`src/rtl/lfsr_tpg.sv`:
```
// Parametrised Fibonacci LFSR test-pattern generator with loadable seed, optional
// all-zero extension, pause, pattern-count limit and start/busy/done handshake.
module lfsr_tpg #(
    parameter int               WIDTH        = 6,
    parameter logic [WIDTH-1:0] TAPS         = 6'b110000,
    parameter logic [WIDTH-1:0] SEED         = 6'b000001,
    parameter int               NUM_PATTERNS = 63,
    localparam int              CW           = $clog2(NUM_PATTERNS + 1)
) (
    input  logic             clk,
    input  logic             reset,
    input  logic             start,
    input  logic             hold,
    input  logic             complete,
    input  logic             seed_load,
    input  logic [WIDTH-1:0] seed_in,
    output logic [WIDTH-1:0] tv,
    output logic             tv_valid,
    output logic             busy,
    output logic             done,
    output logic [CW-1:0]    pat_cnt
);

    typedef enum logic [1:0] {
        S_IDLE = 2'd0,
        S_RUN  = 2'd1,
        S_DONE = 2'd2
    } fsm_t;

    fsm_t             r_fsm;
    fsm_t             w_fsm_nxt;
    logic [WIDTH-1:0] r_state;
    logic [WIDTH-1:0] r_seed;
    logic             r_complete;
    logic [CW-1:0]    r_cnt;

    logic             w_fb;
    logic [WIDTH-1:0] w_next;
    logic [WIDTH-1:0] w_seed_guard;
    logic [WIDTH-1:0] w_start_seed;
    logic [CW-1:0]    w_cnt_inc;
    logic             w_idle_like;
    logic             w_advance;
    logic             w_last;

    // The zero-run term splices 0 in after 10..0 and leaves it towards 0..01.
    assign w_fb         = (^(r_state & TAPS)) ^ (r_complete & (r_state[WIDTH-2:0] == '0));
    assign w_next       = {r_state[WIDTH-2:0], w_fb};
    assign w_seed_guard = (seed_in == '0) ? SEED : seed_in;
    assign w_start_seed = seed_load ? w_seed_guard : r_seed;
    assign w_cnt_inc    = r_cnt + CW'(1);
    assign w_idle_like  = (r_fsm != S_RUN);
    assign w_advance    = (r_fsm == S_RUN) && !hold;
    assign w_last       = (w_cnt_inc == CW'(NUM_PATTERNS));

    always_ff @(posedge clk or negedge reset) begin
        if (!reset) begin
            r_fsm <= S_IDLE;
        end else begin
            r_fsm <= w_fsm_nxt;
        end
    end

    always_comb begin
        w_fsm_nxt = r_fsm;
        case (r_fsm)
            S_IDLE, S_DONE: if (start) w_fsm_nxt = S_RUN;
            S_RUN:          if (w_advance && w_last) w_fsm_nxt = S_DONE;
            default:        w_fsm_nxt = S_IDLE;
        endcase
    end

    always_comb begin
        tv_valid = 1'b0;
        busy     = 1'b0;
        done     = 1'b0;
        case (r_fsm)
            S_RUN: begin
                busy     = 1'b1;
                tv_valid = !hold;
            end
            S_DONE:  done = 1'b1;
            default: ;
        endcase
    end

    always_ff @(posedge clk or negedge reset) begin
        if (!reset) begin
            r_state    <= SEED;
            r_seed     <= SEED;
            r_complete <= 1'b0;
            r_cnt      <= '0;
        end else if (w_idle_like) begin
            if (seed_load) r_seed <= w_seed_guard;
            if (start) begin
                r_state    <= w_start_seed;
                r_complete <= complete;
                r_cnt      <= '0;
            end
        end else if (w_advance) begin
            r_state <= w_next;
            r_cnt   <= w_cnt_inc;
        end
    end

    assign tv      = r_state;
    assign pat_cnt = r_cnt;

endmodule

```
`config.mk`:
```
export PLATFORM = sky130hd
export DESIGN_NAME = lfsr_tpg
export DESIGN_NICKNAME = d
export VERILOG_FILES = /design/src/rtl/lfsr_tpg.sv
export SDC_FILE = /design/constraint.sdc
export NUM_CORES = 1
export LEC_CHECK = 0
export ABC_AREA = 1
export CAP_MARGIN = 20
export CORE_MARGIN = 5
export CORE_UTILIZATION = 45
export DETAILED_ROUTE_END_ITERATION = 12
export PLACE_DENSITY = 0.76
export SLEW_MARGIN = 40
export SYNTH_ARGS = -nofsm -noshare
export SYNTH_HDL_FRONTEND = slang
export SYNTH_SLANG_ARGS = --single-unit
```
`constraint.sdc`:
```
create_clock -name clk -period 3.1 [get_ports clk]
set_input_delay 0.62 -clock clk [delete_from_list [all_inputs] [get_ports clk]]
set_output_delay 0.62 -clock clk [all_outputs]
set_load 0.005 [all_outputs]
```
After elaboration in Yosys (flattened, before gate mapping)
Cells that the tools add are included.

word-level totals
  register bits after elaboration = 21
  input port bits = 12
  output and inout port bits = 15
  logic and storage cells = 41

operators by class
  add/subtract/negate cells = 1
  eq/ne operators = 7
  multiplexer cells = 14
  bitwise logic cells = 2
  reduce and logical (&&, ||, !) cells = 12

operators by type and width
  operator               number
  $mux W6                8
  $add A6 B1 Y6 const B  1
  $eq A6 B6 Y1 const B   1
  $logic_not A6 Y1       1
  $reduce_and A2 Y1      3
  $reduce_xor A6 Y1      1
  $logic_not A5 Y1       1
  $mux W2                2
  $ne A2 B1 Y1 const B   2
  $ne A2 B2 Y1 const B   2
  $pmux W2 S2            1
  $mux W1                3
  $eq A2 B1 Y1 const B   1
  $eq A2 B2 Y1 const B   1
  $logic_and A1 B1 Y1    2
  $logic_not A2 Y1       1
  $reduce_bool A2 Y1     1
  $reduce_or A2 Y1       1
  $and A1 B1 Y1          1
  $logic_not A1 Y1       1
  $xor A1 B1 Y1          1

Depth between registers and ports, before layout
  word-level depth = 5
  mapped depth = 10
  mapped depth without buffers = 10

Least setup slack after synthesis
Ideal clock, no wire load.

  path type = input -> output
  start = input port hold
  end = output port tv_valid
  arrival = 0.843 ns
  data required time = 2.480 ns
  path slack = 1.637 ns
  cell stages on the path = 3
  path buffers = 0
  path through = inv_1 -> nand2_4 -> clkinv_4

between the ends
  longest elaborated chain between the ends = 2

ends and longest elaborated chain
  item              line  source
  from (decl)       13    input logic hold,
  $logic_not A1 Y1  80    tv_valid = !hold;
  $mux W1           77    case (r_fsm)
  to (decl)         18    output logic tv_valid,

No other way between the ends.

Final worst setup path
Ends and elaborated chain as after synthesis.

==> metrics <==
fin cells=194; DRT Pass-1 Iters=4; Final min period=2.41 ns; DR vias/cell=5.22; CTS tree=built; layout cells sized above 1=0.116; most frequent cells in the layout=nand2_1, clkdlybuf4s50_1, dfrtp_1; Worst setup EP type=primary output; clk_lat worst skew=0.29 ns; vias in the first global route=966; number of fill cells=230; clock slew at reported path FFs=0.11 ns; YS warnings=0; fin area=0.00141 sq mm; Core Box Area=0.00241 sq mm; first-pass GRT wire length=4.04 mm; Iter 0 DRT Violations=25; Layout Skew=0.00423 ns; Setup TNS=0 ns; num rows=18; Power Dens Cells=753 mW/mm^2; MaxCap Viol Count=0; DP Area=0.00139 sq mm; ANT cells=0; most common cell after layout, fill and taps aside=nand2_1; GR Util All Layers=0.148; post-synthesis sequential area ratio=0.480; Area growth, synth to finish=28.2%; number of setup violations in the final report=0; CP max FO=8; Starting Density=0.457; register bit count reported by yosys=21; status=complete, no violations; Root Driver=clkbuf_4; achievable clock frequency=415 MHz; Worst Setup Slack post-DPL=0.693 ns; post-DR wirelength/cell=12.1 um; Hold/Removal Path Class=in -> async; critical path type=in -> out; # port buffers=26; Die Span Y=59.5 um; via count=1,012; Synth cell types=24; Crit path required time=2.48 ns; VDD IR max=0.535 mV; R2R Setup Slk=1.63 ns; syn_nets=149; initial antenna violation count=0; TritonCTS Sinks=21; crit start category=input pin; mapped cell area=0.00110 sq mm; Post-CTS Setup Repair Bufs=0; syn avg cell area=8.16 sq um; final wirelength=2.34 mm; Residual DRC=0; Final Cycle Share=0.776; H-tree Lvls=1; WP data arrival=1.79 ns; Mapped Cells=135; Placed Cells=190; Bufs on Longest Clock Path=2; Slew Viols, Final=0; Rel. slew slack=0.688; quantity of gates resized following cts=0; RSZ-0062 raised after global routing=false; final worst slack=0.693 ns; gr ovfl total=0; WHS=0.262 ns; HPWL after detailed placement=1.81 mm; Routed Antenna Nets=0; nets=179; largest net degree at the start of global routing=22; die area=0.00354 sq mm; Die W=59.5 um; Leak Pwr=0.000668 uW; Num CTS Buffers=3; worst-margin pin slew=0.468 ns; cts hold-fix bufs=0; final hold violations=0; io pins=27; gpl congestion=0.870
sequential cells by signal (all words and copies together) (netlist names):
register	count
r_seed	6
tv	6
pat_cnt	6
r_complete	1
r_fsm	2
logic make-up after synthesis:
kind of cell             count (synthesis)  synth area share
AO/OA/AOI/OAI                           30             0.166
AND/OR/NAND/NOR                         59             0.230
XOR/XNOR                                 1           0.00796
adder cells (fa/ha/maj)                  2            0.0227
flip-flops                              21             0.480
multiplexers                             1            0.0102
buffers and inverters                   21            0.0841
report_power, final:
part           switching (uW)  internal (uW)  total (uW)  leakage, uW
logic                     200            242         443     0.000392
clock network            77.5           50.0         128    0.0000150
registers                 100            392         492     0.000261
Yosys cell counts:
cell / instances / area (sq um)
a21o_1: 5 / 37.5
a21oi_1: 9 / 45.0
a21oi_2: 2 / 17.5
buf_2: 1 / 5.00
buf_6: 1 / 11.3
clkinv_4: 1 / 8.76
dfrtp_1: 19 / 475
dfstp_2: 2 / 52.6
ha_1: 2 / 25.0
inv_1: 14 / 52.6
inv_2: 4 / 15.0
mux2_2: 1 / 11.3
nand2_1: 36 / 135
nand2_2: 2 / 12.5
nand2_4: 1 / 11.3
nand3_1: 7 / 35.0
nand4_1: 1 / 6.26
nor2_1: 11 / 41.3
nor2_4: 1 / 11.3
o21ai_0: 2 / 10.0
o21ai_1: 8 / 40.0
o221ai_1: 3 / 26.3
o22ai_1: 1 / 6.26
xor2_1: 1 / 8.76
worst paths after layout:
check | start | depth (start not counted) | to
setup / recovery | hold | 5 | tv_valid
hold / removal | reset | 1 | pat_cnt[5]$_DFFE_PN0P_
setup reg to reg | r_fsm[0]$_DFFE_PN0P_ | 8 | tv[0]$_DFFE_PN1P_
hold reg to reg | r_seed[5]$_DFFE_PN0P_ | 1 | r_seed[5]$_DFFE_PN0P_
max in group asynchronous | reset | 1 | tv[0]$_DFFE_PN1P_
min in group clk | r_seed[5]$_DFFE_PN0P_ | 1 | r_seed[5]$_DFFE_PN0P_
critical path, cell delays in order:
cell	delay, ns
clkdlybuf4s50_1	0.45
inv_1	0.06
nand2_4	0.13
clkinv_4	0.08
clkdlybuf4s50_1	0.44
final cells by class:
type / instances / area [sq um] / area share
flip-flops and latches: 21 / 528 / 0.374
multi-input cells: 93 / 480 / 0.340
repair buffers: 27 / 263 / 0.186
inverters: 19 / 76.3 / 0.0541
well taps: 30 / 37.5 / 0.0266
clock buffers: 4 / 26.3 / 0.0186
through the flow:
stage / power (uW) / util
after floorplan: 719 / -
after global placement: 929 / 0.577
after detailed placement: 942 / 0.575
after CTS: 1080 / 0.586
after global routing: 1150 / 0.586
final: 1060 / 0.586
layer usage:
| metal | up-vias | GRT usage | wire (um) |
|---|---|---|---|
| met1 | 491 | 0.187 | 1090 |
| met5 | - | 0 | 0 |
| met2 | 23 | 0.246 | 1130 |
| li1 | 496 | - | - |
| met4 | 0 | 0.0583 | 9 |
| met3 | 2 | 0.0305 | 117 |
No activity file was read; power rests on OpenSTA's default activity.
